==> config.mk <==
export PLATFORM = sky130hd
export DESIGN_NAME = tick_divider_mc
export DESIGN_NICKNAME = d
export VERILOG_FILES = /design/src/rtl/tick_divider_mc_pkg.sv /design/src/rtl/tick_divider_ch.sv /design/src/rtl/tick_divider_mc.sv
export SDC_FILE = /design/constraint.sdc
export NUM_CORES = 1
export LEC_CHECK = 0
export ABC_CLOCK_PERIOD_IN_PS = 5100
export BUFFER_PORTS_ARGS = -buffer_cell sky130_fd_sc_hd__buf_4
export CORE_MARGIN = 4
export CORE_UTILIZATION = 40
export CTS_CLUSTER_DIAMETER = 120
export DETAILED_ROUTE_END_ITERATION = 6
export PLACE_DENSITY_LB_ADDON = 0.3
export SLEW_MARGIN = 15
export SYNTH_ARGS = -nofsm -noshare
export SYNTH_HDL_FRONTEND = slang
export SYNTH_HIERARCHICAL = 1
export SYNTH_SLANG_ARGS = --single-unit
export TNS_END_PERCENT = 1
==> constraint.sdc <==
create_clock -name clkin -period 5.1 [get_ports clkin]
set_clock_uncertainty 0.2 [all_clocks]
set_input_delay 1.275 -clock clkin [delete_from_list [all_inputs] [get_ports clkin]]
set_output_delay 1.275 -clock clkin [all_outputs]
set_load 0.03 [all_outputs]
==> src/rtl/tick_divider_mc_pkg.sv <==
// Shared constants for the multi-channel tick divider: output modes and
// default parameter values used by the top and the per-channel counter.
package tick_divider_mc_pkg;

  typedef enum logic {
    MODE_PULSE  = 1'b0,
    MODE_SQUARE = 1'b1
  } tick_mode_e;

  localparam int unsigned DEF_NUM_CH = 4;
  localparam int unsigned DEF_CNT_W  = 21;
  localparam int unsigned DEF_DIV    = 500_000;

  // Width of a channel index; a single channel still needs a 1-bit select.
  function automatic int unsigned ch_idx_w(input int unsigned n);
    return (n > 1) ? $clog2(n) : 1;
  endfunction

endpackage

==> src/rtl/tick_divider_ch.sv <==
// One divider channel: free-running modulo-div counter with a registered
// pulse or square-wave output and a single-cycle divisor load.
module tick_divider_ch
  import tick_divider_mc_pkg::*;
#(
  parameter int unsigned      CNT_W       = DEF_CNT_W,
  parameter logic [CNT_W-1:0] DEFAULT_DIV = CNT_W'(DEF_DIV)
) (
  input  logic             clkin,
  input  logic             rst,
  input  logic             en_i,
  input  logic             mode_i,
  input  logic             load_i,
  input  logic [CNT_W-1:0] load_div_i,
  output logic             tick_o
);

  logic [CNT_W-1:0] cnt_q, cnt_d;
  logic [CNT_W-1:0] div_q, div_d;
  logic             tick_q, tick_d;
  logic             mode_q, mode_d;
  logic             tc;

  // div is never 0, so div-1 cannot underflow.
  assign tc = (cnt_q == (div_q - CNT_W'(1)));

  always_comb begin
    cnt_d  = cnt_q;
    div_d  = div_q;
    tick_d = tick_q;
    mode_d = mode_i;
    if (load_i) begin
      div_d  = load_div_i;
      cnt_d  = '0;
      tick_d = 1'b0;
    end else begin
      if (en_i) begin
        cnt_d = tc ? '0 : cnt_q + CNT_W'(1);
      end
      if (mode_i != mode_q) begin
        tick_d = 1'b0;
      end else if (mode_i == MODE_PULSE) begin
        tick_d = en_i && tc;
      end else if (en_i && tc) begin
        tick_d = ~tick_q;
      end
    end
  end

  // mode_q follows the input during reset so a static mode is not seen as a change.
  always_ff @(posedge clkin) begin
    if (rst) begin
      cnt_q  <= '0;
      div_q  <= DEFAULT_DIV;
      tick_q <= 1'b0;
      mode_q <= mode_i;
    end else begin
      cnt_q  <= cnt_d;
      div_q  <= div_d;
      tick_q <= tick_d;
      mode_q <= mode_d;
    end
  end

  assign tick_o = tick_q;

endmodule

==> src/rtl/tick_divider_mc.sv <==
// Multi-channel tick divider: NUM_CH independent channels sharing one
// divisor-load port with registered accept/reject handshake pulses.
module tick_divider_mc
  import tick_divider_mc_pkg::*;
#(
  parameter int unsigned NUM_CH      = DEF_NUM_CH,
  parameter int unsigned CNT_W       = DEF_CNT_W,
  parameter int unsigned DEFAULT_DIV = DEF_DIV
) (
  input  logic                          clkin,
  input  logic                          rst,
  input  logic [NUM_CH-1:0]             en,
  input  logic [NUM_CH-1:0]             mode,
  input  logic                          load,
  input  logic [ch_idx_w(NUM_CH)-1:0]   load_ch,
  input  logic [CNT_W-1:0]              load_div,
  output logic                          load_ack,
  output logic                          load_err,
  output logic [NUM_CH-1:0]             tick
);

  logic load_ok;
  logic load_ack_q, load_ack_d;
  logic load_err_q, load_err_d;

  always_comb begin
    load_ok    = load && (32'(load_ch) < NUM_CH) && (load_div != '0);
    load_ack_d = load_ok;
    load_err_d = load && !load_ok;
  end

  always_ff @(posedge clkin) begin
    if (rst) begin
      load_ack_q <= 1'b0;
      load_err_q <= 1'b0;
    end else begin
      load_ack_q <= load_ack_d;
      load_err_q <= load_err_d;
    end
  end

  assign load_ack = load_ack_q;
  assign load_err = load_err_q;

  for (genvar g = 0; g < NUM_CH; g++) begin : g_ch
    tick_divider_ch #(
      .CNT_W      (CNT_W),
      .DEFAULT_DIV(CNT_W'(DEFAULT_DIV))
    ) u_ch (
      .clkin     (clkin),
      .rst       (rst),
      .en_i      (en[g]),
      .mode_i    (mode[g]),
      .load_i    (load_ok && (32'(load_ch) == g)),
      .load_div_i(load_div),
      .tick_o    (tick[g])
    );
  end

endmodule
# == Word-level counts from Yosys, hierarchy flattened ==
# Cells that the tools add are included.
# word_totals
register_bits,178
latch_bits,0
ram_bits,0
romBits,0
in_bits,34
output_inout_bits,6
word_cells,78
memories,0
# op_classes
add_sub_neg,8
n_mul,0
div,0
order_cmp,0
eq_ne,15
shifts,0
muxes,12
bitwise_logic,4
reduce_logical,21
# ops
operator,count
$add A21 B1 Y21 const B,4
$eq A21 B21 Y1,4
$mux W21,4
$sub A21 B1 Y21 const B,4
$reduce_bool A21 Y1,1
$reduce_or A3 Y1,4
$logic_and A1 B1 Y1,10
$mux W1,8
$ne A2 B1 Y1 const B,4
$reduce_or A2 Y1,4
$eq A2 B2 Y1 const B,2
$ne A1 B1 Y1,4
$not A1 Y1,4
$eq A2 B1 Y1 const B,1
$logic_not A2 Y1,1
$logic_not A1 Y1,1

# == Depth between registers and ports, before layout ==
# Gate-level depths: netlist (run 1).
# logic_depth
depth_word,5
mapped_depth,10
depth_no_buf,9

# == Hierarchy ==
# The synthesis (run 1) kept the hierarchy.
# by_module_without_submodules
mod,instances,cells_per_inst,area_per_inst_um2,seq_area_each_um2
tick_divider_ch (g_ch[1].u_ch ...),3,295,2571.2,880.8
tick_divider_ch (g_ch[0].u_ch),1,308,2670.1,880.8
tick_divider_mc,1,22,171.4,40.0

# == Worst setup path before layout (run 1) ==
# Ideal clock, no wire load.
# synth_timing
path_type,register to register
from,register g_ch[0].u_ch.div_q[0]
to,register g_ch[0].u_ch.cnt_q[0]
setup_time_ns,0.115
arrival_time_ns,3.504
t_required_ns,4.785
setup_slack_ns,1.282
stages_incl_launch_ff,11
n_path_buf,1
period_less_slack_ns,3.818
path_cell_list,dfxtp_1 inv_1 ha_1 or4b_2 nor3b_1 mux2_2 or4_1 or4_4 o31ai_4 buf_6 nor2_1
# synth_between
elab_chain_cells,3
# synth_rtl
element,line_no,rtl
from (decl),tick_divider_ch.sv:19,"logic [CNT_W-1:0] div_q, div_d;"
from (signal assigned),tick_divider_ch.sv:59,div_q <= div_d;
$sub A21 B1 Y21,tick_divider_ch.sv:25,assign tc = (cnt_q == (div_q - CNT_W'(1)));
$eq A21 B21 Y1,tick_divider_ch.sv:25,
$mux W21,tick_divider_ch.sv:38,cnt_d = tc ? '0 : cnt_q + CNT_W'(1);
to (signal assigned),tick_divider_ch.sv:58,cnt_q <= cnt_d;
to (decl),tick_divider_ch.sv:18,"logic [CNT_W-1:0] cnt_q, cnt_d;"
# Every way passes these cells.
# A chain may end at the register's enable or synchronous reset.

# == Final worst setup path (run 1) ==
# layout_timing
from,register g_ch[0].u_ch.div_q[0]
to,register g_ch[0].u_ch.cnt_q[20]
# The elaborated chain is that of the path after synthesis.

==> impl_metrics.ini, run 1 <==
[cts]
clkSinkCount = 178
cts_tree = built
clk_latency_ns = 0.43
cts_max_level = 4
postCtsSetupBuffers = 0
clk_pin_slew_ns = 0.07
holdBufCountCts = 0
tritoncts.num_buffers = 17
cts_max_path_buffers = 2
cts-root-buf = clkbuf_16
post_cts_resized = 0

[setup_path]
crit_family = simple AND/OR/NAND/NOR gates
cp.arrival_ns = 4.34
end_kind = flip-flop
setup.worst_path.start_class = flip-flop
cp.required_ns = 5.22
crit_path_max_incr_delay_ns = 0.67
cp_max_fo = 20
path_buf_inv = 2
crit_type = flip-flop to flip-flop
cp_slowest_cell = or4b_2
r2r_setup_slack_ns = 0.88
path_cells = inv_1 > ha_1 > or4b_2 > nor3b_1 > mux2_2 > or4_1 > or4_4 > o31ai_4 > buf_4 > nor2_1
r2r-end = g_ch[0].u_ch/cnt_q[20]$_SDFFE_PP0P_
ff2ff_path_depth = 10
regToRegStartpoint = g_ch[0].u_ch/div_q[0]$_SDFFE_PP0P_

[final_layout]
final_cell_mix = nor2_1 (210), dfxtp_1 (178), xnor2_1 (90)
finalNonFillerCells = 1571
final_common_cell = nor2_1
syn2layout_area_growth_pct = 10.74
final_nets = 1264
drive_gt1_share_pct = 11.74
fin_area_mm2 = 0.01169

[drt]
vias = 8510
wl_met3_um = 765
drc_errors = 0
dr.pass1.iters = 5
wl_met1_um = 12250
highest_layer = met4
via_per_inst = 5.417
met2_wirelength_um = 11120
initialDrtViolationCount = 523
ant_nets = 0
wirelength_um = 24780
wl_per_cell_um = 15.77

[timing]
final-max-slew-violation-count = 0
relSlewSlack_pct = 49.45
rsz0062_at_grt = false
setup_violations = 0
period_share_pct = 82.66
fmax_ghz = 0.2372
min_period_ns = 4.215
finalHoldViolCount = 0
tightest_slew_ns = 0.7525
whs_ns = 0.3203
tns_ns = 0
worst_slack_ns = 0.8845

[global_route]
grt_pass1_vias = 7725
antenna_found_initial = 1
grt_pass1_wl_um = 40540
grt_max_degree = 43
track_usage_pct = 17.11
overflow = 0

[synthesis]
ys_warn_count = 6
avgSynthCellArea_um2 = 8.687
synth_nets = 1257
ys_ff_latch = 178
synthArstFlopShare_pct = 0
synth_cell_types = 76
ys.flop_type = dfxtp_1
syn-cell-area_mm2 = 0.01056
yosysSeqAreaShare_pct = 33.76
synth-edff-count = 0
syn_inst = 1215

[power]
p_seq_share_pct = 45.8
p_switching_uw = 820.3
clockPowerShare_pct = 44.7
cellInternalPower_uw = 2401
switching_share_pct = 25.46
peakVddDrop_uv = 167.7
power_density_mw_per_mm2 = 275.6
pwr-share-comb_pct = 9.6
p_leak_uw = 0.004238

[floorplan]
rows = 59
dieArea_mm2 = 0.02905
die_w_um = 170.4
core_mm2 = 0.02598
io_pins = 40
initial_core_util_pct = 40.62
die_h_um = 170.4

[min_path]
min_path_cells = 2
hp-class = flip-flop to flip-flop
min_to = g_ch[0].u_ch/div_q[20]$_SDFFE_PP0P_
min_from = g_ch[0].u_ch/div_q[20]$_SDFFE_PP0P_

[placement]
dp_hpwl_um = 18100
gp_congestion = 0.8780
dpl_cell_area_mm2 = 0.01105
placed_cells = 1538
dp_slack_ns = 0.9172
portBuffers = 39

[job]
maxCapViolations = 0

[outcome]
status = completed
[per-stage QoR]
stage	util (%)	power [uW]
after detailed placement	42.52	1813
after global routing	44.98	3344
after global placement	42.52	1808
after floorplan	-	1717
final	44.98	3221
after CTS	44.97	3258
[how the worst max path moves through the flow]
stage	depth (start not counted)	to	startpoint	slack, ns
2_1_floorplan	10	g_ch[0].u_ch/cnt_q[0]$_SDFFE_PP0P_	g_ch[0].u_ch/div_q[0]$_SDFFE_PP0P_	1.28
3_3_place_gp	10	g_ch[0].u_ch/cnt_q[15]$_SDFFE_PP0P_	g_ch[0].u_ch/div_q[0]$_SDFFE_PP0P_	1.01
3_5_place_dp	10	g_ch[0].u_ch/cnt_q[13]$_SDFFE_PP0P_	g_ch[0].u_ch/div_q[0]$_SDFFE_PP0P_	0.92
4_1_cts	10	g_ch[0].u_ch/cnt_q[20]$_SDFFE_PP0P_	g_ch[0].u_ch/div_q[0]$_SDFFE_PP0P_	0.90
5_1_grt	10	g_ch[0].u_ch/cnt_q[3]$_SDFFE_PP0P_	g_ch[0].u_ch/div_q[0]$_SDFFE_PP0P_	0.66
6_report	10	g_ch[0].u_ch/cnt_q[20]$_SDFFE_PP0P_	g_ch[0].u_ch/div_q[0]$_SDFFE_PP0P_	0.88
[worst min-delay path, cell delays in order (launching register included)]
cell     delay, ns
dfxtp_1       0.35
mux2i_1       0.07
nor2_1        0.07
[cell usage after synthesis, drive strengths merged, types with 10 or more instances]
| cell type | number | share of area (%) |
|---|---|---|
| nor2 | 212 | 7.6 |
| a21oi | 20 | 0.95 |
| o211ai | 14 | 1.0 |
| dfxtp | 178 | 34 |
| a2111oi | 10 | 1.4 |
| nand4b | 11 | 0.91 |
| o21ai | 12 | 0.57 |
| or4 | 14 | 1.3 |
| or2 | 13 | 0.77 |
| and3 | 22 | 1.3 |
| xnor2 | 90 | 7.5 |
| mux2i | 80 | 7.6 |
| clkbuf | 31 | 1.1 |
| nand2 | 84 | 3.0 |
| buf | 29 | 1.8 |
| inv | 27 | 0.96 |
| a31oi | 11 | 0.65 |
| nor4 | 21 | 2.2 |
| nand3 | 40 | 1.9 |
| nand3b | 11 | 1.1 |
| xor2 | 77 | 6.4 |
| nand2b | 14 | 0.83 |
| nor3 | 30 | 1.5 |
| nand4 | 32 | 2.1 |
[sequential cells by signal, summed over array words and instances (netlist names)]
register / count
g_ch.u_ch/cnt_q: 84
g_ch.u_ch/tick_o: 4
g_ch.u_ch/mode_q: 4
load_ack: 1
load_err: 1
g_ch.u_ch/div_q: 84
[metal layers]
layer | vias up | global-route usage (%)
met5 | - | 0
met4 | 0 | 6.389
met3 | 33 | 2.323
met2 | 143 | 26.08
met1 | 4008 | 24.63
li1 | 4326 | -
[cells by family (layout without fill, tap and decap cells)]
kind of cell | after synthesis | in the layout | synth area share (%)
adder cells (fa/ha/maj) | 8 | 8 | 0.9484
AND/OR/NAND/NOR | 551 | 551 | 28.89
AO/OA/AOI/OAI | 140 | 140 | 10.64
multiplexers | 84 | 84 | 8.013
other | 0 | 1 | 0
buffers and inverters | 87 | 107 | 3.888
flip-flops | 178 | 178 | 33.76
XOR/XNOR | 167 | 167 | 13.86
[final cells by class]
| type | count | area, um^2 |
|---|---|---|
| Fill cell | 2562 | 14300 |
| Multi-Input combinational cell | 950 | 6605 |
| Sequential cell | 178 | 3563 |
| Clock buffer | 19 | 442.9 |
| Tap cell | 335 | 419.2 |
| Timing Repair Buffer | 48 | 360.3 |
| Clock inverter | 13 | 193.9 |
| Inverter | 27 | 101.3 |
| Antenna cell | 1 | 2.502 |
[power by group through the flow]
stage / clock, uW / combinational, uW / sequential (uW)
2_1_floorplan: 0 / 234 / 1480
3_3_place_gp: 0 / 304 / 1500
3_5_place_dp: 0 / 308 / 1510
4_1_cts: 1480 / 309 / 1470
5_1_grt: 1530 / 337 / 1480
6_report: 1440 / 308 / 1470
Power figures use the tool's default switching activity.
==> run 2: changes to the inputs <==
Settings changed: ABC_AREA set to 1, ABC_CLOCK_PERIOD_IN_PS 5100 to 4000.
Clock period 5.1 ns to 4 ns, I/O delays scaled along.
==> run 2 against run 1 <==
Effect of this change: die area increased by 12%; register-to-register slack improved by 0.51 ns; critical path depth stayed put; critical endpoint is now g_ch[1].u_ch/div_q[12]$_SDFFE_PP0P_; worst hold slack worse by 0.011 ns; highest routed layer unchanged; synthesized area rose by 13%; wire length rose by 33%.
==> impl_metrics.ini, run 2 <==
[outcome]
status = completed

[setup_path]
setup.worst_path.start_class = input pin
end_kind = flip-flop
regToRegStartpoint = g_ch[1].u_ch/div_q[0]$_SDFFE_PP0P_
cp_max_fo = 21
cp.arrival_ns = 3.05
r2r_setup_slack_ns = 1.39
cp.required_ns = 4.12
ff2ff_path_depth = 13
r2r-end = g_ch[1].u_ch/cnt_q[12]$_SDFFE_PP0P_
crit_type = input pin to flip-flop

[placement]
gp_congestion = 0.9526
portBuffers = 39
dp_hpwl_um = 26300

[global_route]
grt_pass1_vias = 11046
antenna_found_initial = 1
grt-busiest-layer = met2
grt_pass1_wl_um = 54600
gr-usage-met2_pct = 32.96
grt_max_degree = 30
grt.met3_usage_pct = 2.755
met1_usage_pct = 27.06
overflow = 0
track_usage_pct = 20.09

[floorplan]
initial_core_util_pct = 41.03
dieArea_mm2 = 0.03267
core_mm2 = 0.02909
io_pins = 40
die_h_um = 180.7
rows = 62
die_w_um = 180.7

[synthesis]
synth_top_area_cell = dfxtp_1
synth_nets = 1989
synthArstFlopShare_pct = 0
avgSynthCellArea_um2 = 6.131
syn-cell-area_mm2 = 0.01194
syn_inst = 1947
yosysMostFrequentCell = nand2_1
synth_area_leaders = dfxtp_1 (30%), nand2_1 (18%), nor2_1 (8.9%)
synth-edff-count = 0
yosysTopAreaCellShare_pct = 29.85
synth_cell_types = 30
ys_ff_latch = 178
ys_warn_count = 6
ys.flop_type = dfxtp_1
yosys-top-cells-count = nand2_1 (558), nor2_1 (284), inv_1 (258)
yosysSeqAreaShare_pct = 29.85

[cts]
tritoncts.num_buffers = 17
cts-root-buf = clkbuf_16
cts_max_level = 4
clk_pin_slew_ns = 0.07
clk_latency_ns = 0.44
cts_max_path_buffers = 2
cts_tree = built
post_cts_resized = 0
postCtsSetupBuffers = 0
clkSinkCount = 178
holdBufCountCts = 0

[min_path]
min_path_cells = 2
min_from = g_ch[1].u_ch/div_q[11]$_SDFFE_PP0P_
min_to = g_ch[1].u_ch/div_q[11]$_SDFFE_PP0P_
hp-class = flip-flop to flip-flop

[final_layout]
fillers = 3123
syn2layout_area_growth_pct = 10.12
final_nets = 2020
drive_gt1_share_pct = 8.036
final_common_cell = nand2_1
seq_area_mm2 = 0.003563
multiInputGateArea_mm2 = 0.007179
reg_top3 = g_ch.u_ch/cnt_q x84, g_ch.u_ch/div_q x84
final_cell_mix = nand2_1 (558), nor2_1 (284), inv_1 (258)

[power]
power_density_mw_per_mm2 = 318.9
peakVddDrop_uv = 314.8
p_leak_uw = 0.005752

[timing]
finalHoldViolCount = 0
fmax_ghz = 0.3414
final-max-slew-violation-count = 0
relSlewSlack_pct = 35.24
tightest_slew_ns = 0.9679
whs_ns = 0.3096
min_period_ns = 2.929
tns_ns = 0
period_share_pct = 73.23
setup_violations = 0
rsz0062_at_grt = false

[drt]
dr.pass1.iters = 6
via_per_inst = 4.997
drc_errors = 0
wirelength_um = 32960
wl_per_cell_um = 13.87
ant_nets = 0
initialDrtViolationCount = 888
vias = 11873

[job]
maxCapViolations = 0
## run 2: where the power goes
part	switching, uW	total [uW]	internal [uW]
Clock	851	1690	839
Combinational	405	609	204
Sequential	68.3	1890	1820
## run 2: area by class of cell
type	count	area share, %
Inverter	266	7.596
Tap cell	384	3.655
Antenna cell	1	0.01904
Clock inverter	15	1.247
Multi-Input combinational cell	1471	54.62
Timing Repair Buffer	44	2.513
Sequential cell	178	27.11
Clock buffer	17	3.237
## run 2: metal layers
layer / share of wire (%) / wire, um / vias to the layer above
met5: 0 / 0 / -
met4: 2.7 / 898 / 0
met3: 4.4 / 1462 / 58
met2: 45 / 14930 / 284
met1: 48 / 15670 / 5377
li1: - / - / 6154
## run 2: kinds of logic after synthesis
family                     Yosys count  share of synthesized area, %
DFF                                178                         29.85
xor gates and xnor gates           116                         8.511
buffers and inverters              298                         10.00
AOI/OAI and AO/OA                  196                         8.260
adders and majority gates            8                        0.8386
and+or+nand+nor                   1151                         42.54
## run 2: how the worst max path moves through the flow
| stage | endpoint | start | cells past startpoint |
|---|---|---|---|
| after floorplan | g_ch[0].u_ch/cnt_q[17]$_SDFFE_PP0P_ | en[0] | 12 |
| after global placement | g_ch[0].u_ch/div_q[6]$_SDFFE_PP0P_ | load_div[6] | 10 |
| after detailed placement | g_ch[0].u_ch/div_q[1]$_SDFFE_PP0P_ | load_div[1] | 9 |
| after CTS | g_ch[0].u_ch/div_q[1]$_SDFFE_PP0P_ | load_div[1] | 9 |
| after global routing | g_ch[0].u_ch/div_q[12]$_SDFFE_PP0P_ | load_div[1] | 9 |
| final | g_ch[1].u_ch/div_q[12]$_SDFFE_PP0P_ | load_div[1] | 10 |
## run 2: worst max-delay path: stages
cell     delay, ns
buf_4         0.12
or2_0         0.12
nor2_1        0.06
nand3_2       0.09
nand2_2       0.08
nor2_1        0.73
inv_1         0.31
buf_4         0.31
o21ai_0       0.17
a21oi_1       0.06
## run 2: through the flow
stage	total power (uW)	utilization (%)	setup slack [ns]	cells	instance area, um^2
6_report	4192	45.18	1.071	2376	13140
5_1_grt	4396	45.18	0.8195	2376	13140
4_1_cts	4232	45.17	1.129	2375	13140
3_5_place_dp	2536	43.15	0.6635	2343	12550
3_3_place_gp	2529	43.15	0.7074	2343	12550
2_1_floorplan	2358	-	1.401	1947	11940
==> run 3: changes to the inputs <==
Settings changed: ABC_CLOCK_PERIOD_IN_PS 4000 to 2600.
Clock period 4 ns to 2.6 ns, I/O delays scaled along.
==> run 3 against run 2 <==
Effect of this change: wire length is 1.1% higher; clock power increased by 59%; non-clock buffer count up 34; global-route usage barely moved; register-to-register slack lost 1.2 ns; design area grew 2.6%; setup slack worse by 0.88 ns; critical path type is now flip-flop to flip-flop; critical endpoint is now g_ch[2].u_ch/cnt_q[20]$_SDFFE_PP0P_; largest cell class unchanged; largest power group unchanged.
==> impl_metrics.ini, run 3 (synthesized netlist as in run 2, its figures left out) <==
[floorplan]
initial_core_util_pct = 41.03
die_h_um = 180.7
die_w_um = 180.7
rows = 62
io_pins = 40
core_mm2 = 0.02909
dieArea_mm2 = 0.03267

[cts]
holdBufCountCts = 0
clkSinkCount = 178
tritoncts.num_buffers = 17
cts-root-buf = clkbuf_16
postCtsSetupBuffers = 0
post_cts_resized = 0
clk_latency_ns = 0.45
cts_max_level = 4
clk_pin_slew_ns = 0.08
cts_tree = built
cts_max_path_buffers = 2

[drt]
ant_nets = 0
drc_errors = 0
vias = 11950
wl_per_cell_um = 13.83
dr.pass1.iters = 6
wirelength_um = 33310
via_per_inst = 4.961
initialDrtViolationCount = 853

[power]
peakVddDrop_uv = 438.6
p_switching_uw = 2043
cellInternalPower_uw = 4534
power.total_uw = 6577
switching_share_pct = 31.06
p_leak_uw = 0.005941
power_density_mw_per_mm2 = 487.5
clockPowerShare_pct = 40.9
p_seq_share_pct = 44.2
pwr-share-comb_pct = 14.9

[setup_path]
crit_family = simple AND/OR/NAND/NOR gates
cp_max_fo = 18
path_cells = inv_1 > ha_1 > nand2_2 > nor2_8 > nand3_1 > nand2_1 > nand2_1 > nor2_1 > nand2_1 > nor2_2 > nand3_2 > nand2_4 > nor2_1
cp_slowest_cell = dfxtp_1
ff2ff_path_depth = 13
crit_top_cell = nand2_1
crit_path_max_incr_delay_ns = 0.34
crit_type = flip-flop to flip-flop
cp.arrival_ns = 2.53
regToRegStartpoint = g_ch[2].u_ch/div_q[1]$_SDFFE_PP0P_
r2r-end = g_ch[2].u_ch/cnt_q[20]$_SDFFE_PP0P_
path_buf_inv = 1
cp.required_ns = 2.73
end_kind = flip-flop
setup.worst_path.start_class = flip-flop
r2r_setup_slack_ns = 0.19

[global_route]
antenna_found_initial = 0
grt_max_degree = 30
grt_pass1_vias = 11099
overflow = 0
grt_pass1_wl_um = 54680
track_usage_pct = 20.11

[placement]
portBuffers = 39
dpl_cell_area_mm2 = 0.01283
dp_hpwl_um = 26100
gp_congestion = 0.8864

[final_layout]
final_common_cell = nand2_1
multiInputGateArea_mm2 = 0.007223
antennaDiodeCount = 0
final_cell_mix = nand2_1 (558), nor2_1 (283), inv_1 (258)
fin_area_mm2 = 0.01349
fillers = 3058
syn2layout_area_growth_pct = 13.02
seq_area_mm2 = 0.003563
reg_top3 = g_ch.u_ch/cnt_q x84, g_ch.u_ch/div_q x84
final_nets = 2054
drive_gt1_share_pct = 9.630

[timing]
setup_violations = 0
final-max-slew-violation-count = 0
tightest_slew_ns = 0.4706
finalHoldViolCount = 0
tns_ns = 0
period_share_pct = 92.51
fmax_ghz = 0.4157
min_period_ns = 2.405
relSlewSlack_pct = 68.59

[min_path]
hp-class = input pin to flip-flop
min_from = mode[1]
min_to = g_ch[1].u_ch/mode_q$_DFF_P_
min_path_cells = 1

[job]
maxCapViolations = 0

[outcome]
status = completed
## run 3: cell types whose count changed in the layout (fill, tap and decap cells not counted), moves of 2 or more
cell / previous run / this run
nand2_8: 0 / 3
nand2_4: 4 / 1
nor2_4: 8 / 11
buf_12: 0 / 2
nor2_2: 26 / 24
buf_4: 44 / 76
## run 3: layout make-up
class / count / share of cell area [%]
Clock inverter: 15 / 1.400
Timing Repair Buffer: 78 / 4.526
Clock buffer: 17 / 3.153
Multi-Input combinational cell: 1471 / 53.54
Inverter: 266 / 7.401
Sequential cell: 178 / 26.41
Tap cell: 384 / 3.562
## run 3: worst max-delay path by stage
| stage | start | end | slack [ns] | cells after the start |
|---|---|---|---|---|
| 3_3_place_gp | en[1] | g_ch[1].u_ch/cnt_q[19]$_SDFFE_PP0P_ | 0.14 | 15 |
| 2_1_floorplan | en[0] | g_ch[0].u_ch/cnt_q[17]$_SDFFE_PP0P_ | 0.35 | 12 |
| 4_1_cts | g_ch[0].u_ch/div_q[1]$_SDFFE_PP0P_ | g_ch[0].u_ch/cnt_q[6]$_SDFFE_PP0P_ | 0.15 | 15 |
| 3_5_place_dp | en[1] | g_ch[1].u_ch/cnt_q[19]$_SDFFE_PP0P_ | 0.08 | 14 |
| 6_report | g_ch[2].u_ch/div_q[1]$_SDFFE_PP0P_ | g_ch[2].u_ch/cnt_q[20]$_SDFFE_PP0P_ | 0.19 | 13 |
| 5_1_grt | g_ch[1].u_ch/div_q[0]$_SDFFE_PP0P_ | g_ch[1].u_ch/cnt_q[13]$_SDFFE_PP0P_ | -0.002 | 15 |
## run 3: worst register-to-register path, delay by kind of cell, from the launching register on
family	cells	cell delay (ns)
adders and majority gates	1	0.24
buffers and inverters	1	0.08
DFF	1	0.34
and+or+nand+nor	11	1.42
## run 3: through the flow
stage / setup slack [ns] / cells / hold WS [ns] / utilization (%)
after floorplan: 0.3510 / 1947 / 0.2653 / -
after global placement: 0.1434 / 2377 / 0.2920 / 44.11
after detailed placement: 0.08148 / 2377 / 0.2906 / 44.11
after CTS: 0.1482 / 2409 / 0.1076 / 46.22
after global routing: -0.001647 / 2409 / 0.1101 / 46.37
final: 0.1947 / 2409 / 0.1226 / 46.37
## run 3: routing by layer
metal / routed length (um) / global-route usage [%] / part of all wire [%] / vias to the layer above
li1: - / - / - / 6229
met1: 15710 / 27.39 / 47 / 5391
met2: 15150 / 32.92 / 45 / 291
met3: 1709 / 3.036 / 5.1 / 39
met4: 739 / 6.261 / 2.2 / 0
met5: 0 / 0 / 0 / -
## run 3: power by group through the flow
| stage | registers (uW) | clock network [uW] | logic (uW) |
|---|---|---|---|
| 2_1_floorplan | 2940 | 0 | 689 |
| 3_3_place_gp | 2970 | 0 | 950 |
| 3_5_place_dp | 2970 | 0 | 961 |
| 4_1_cts | 2900 | 2750 | 968 |
| 5_1_grt | 2920 | 2870 | 1100 |
| 6_report | 2910 | 2690 | 979 |
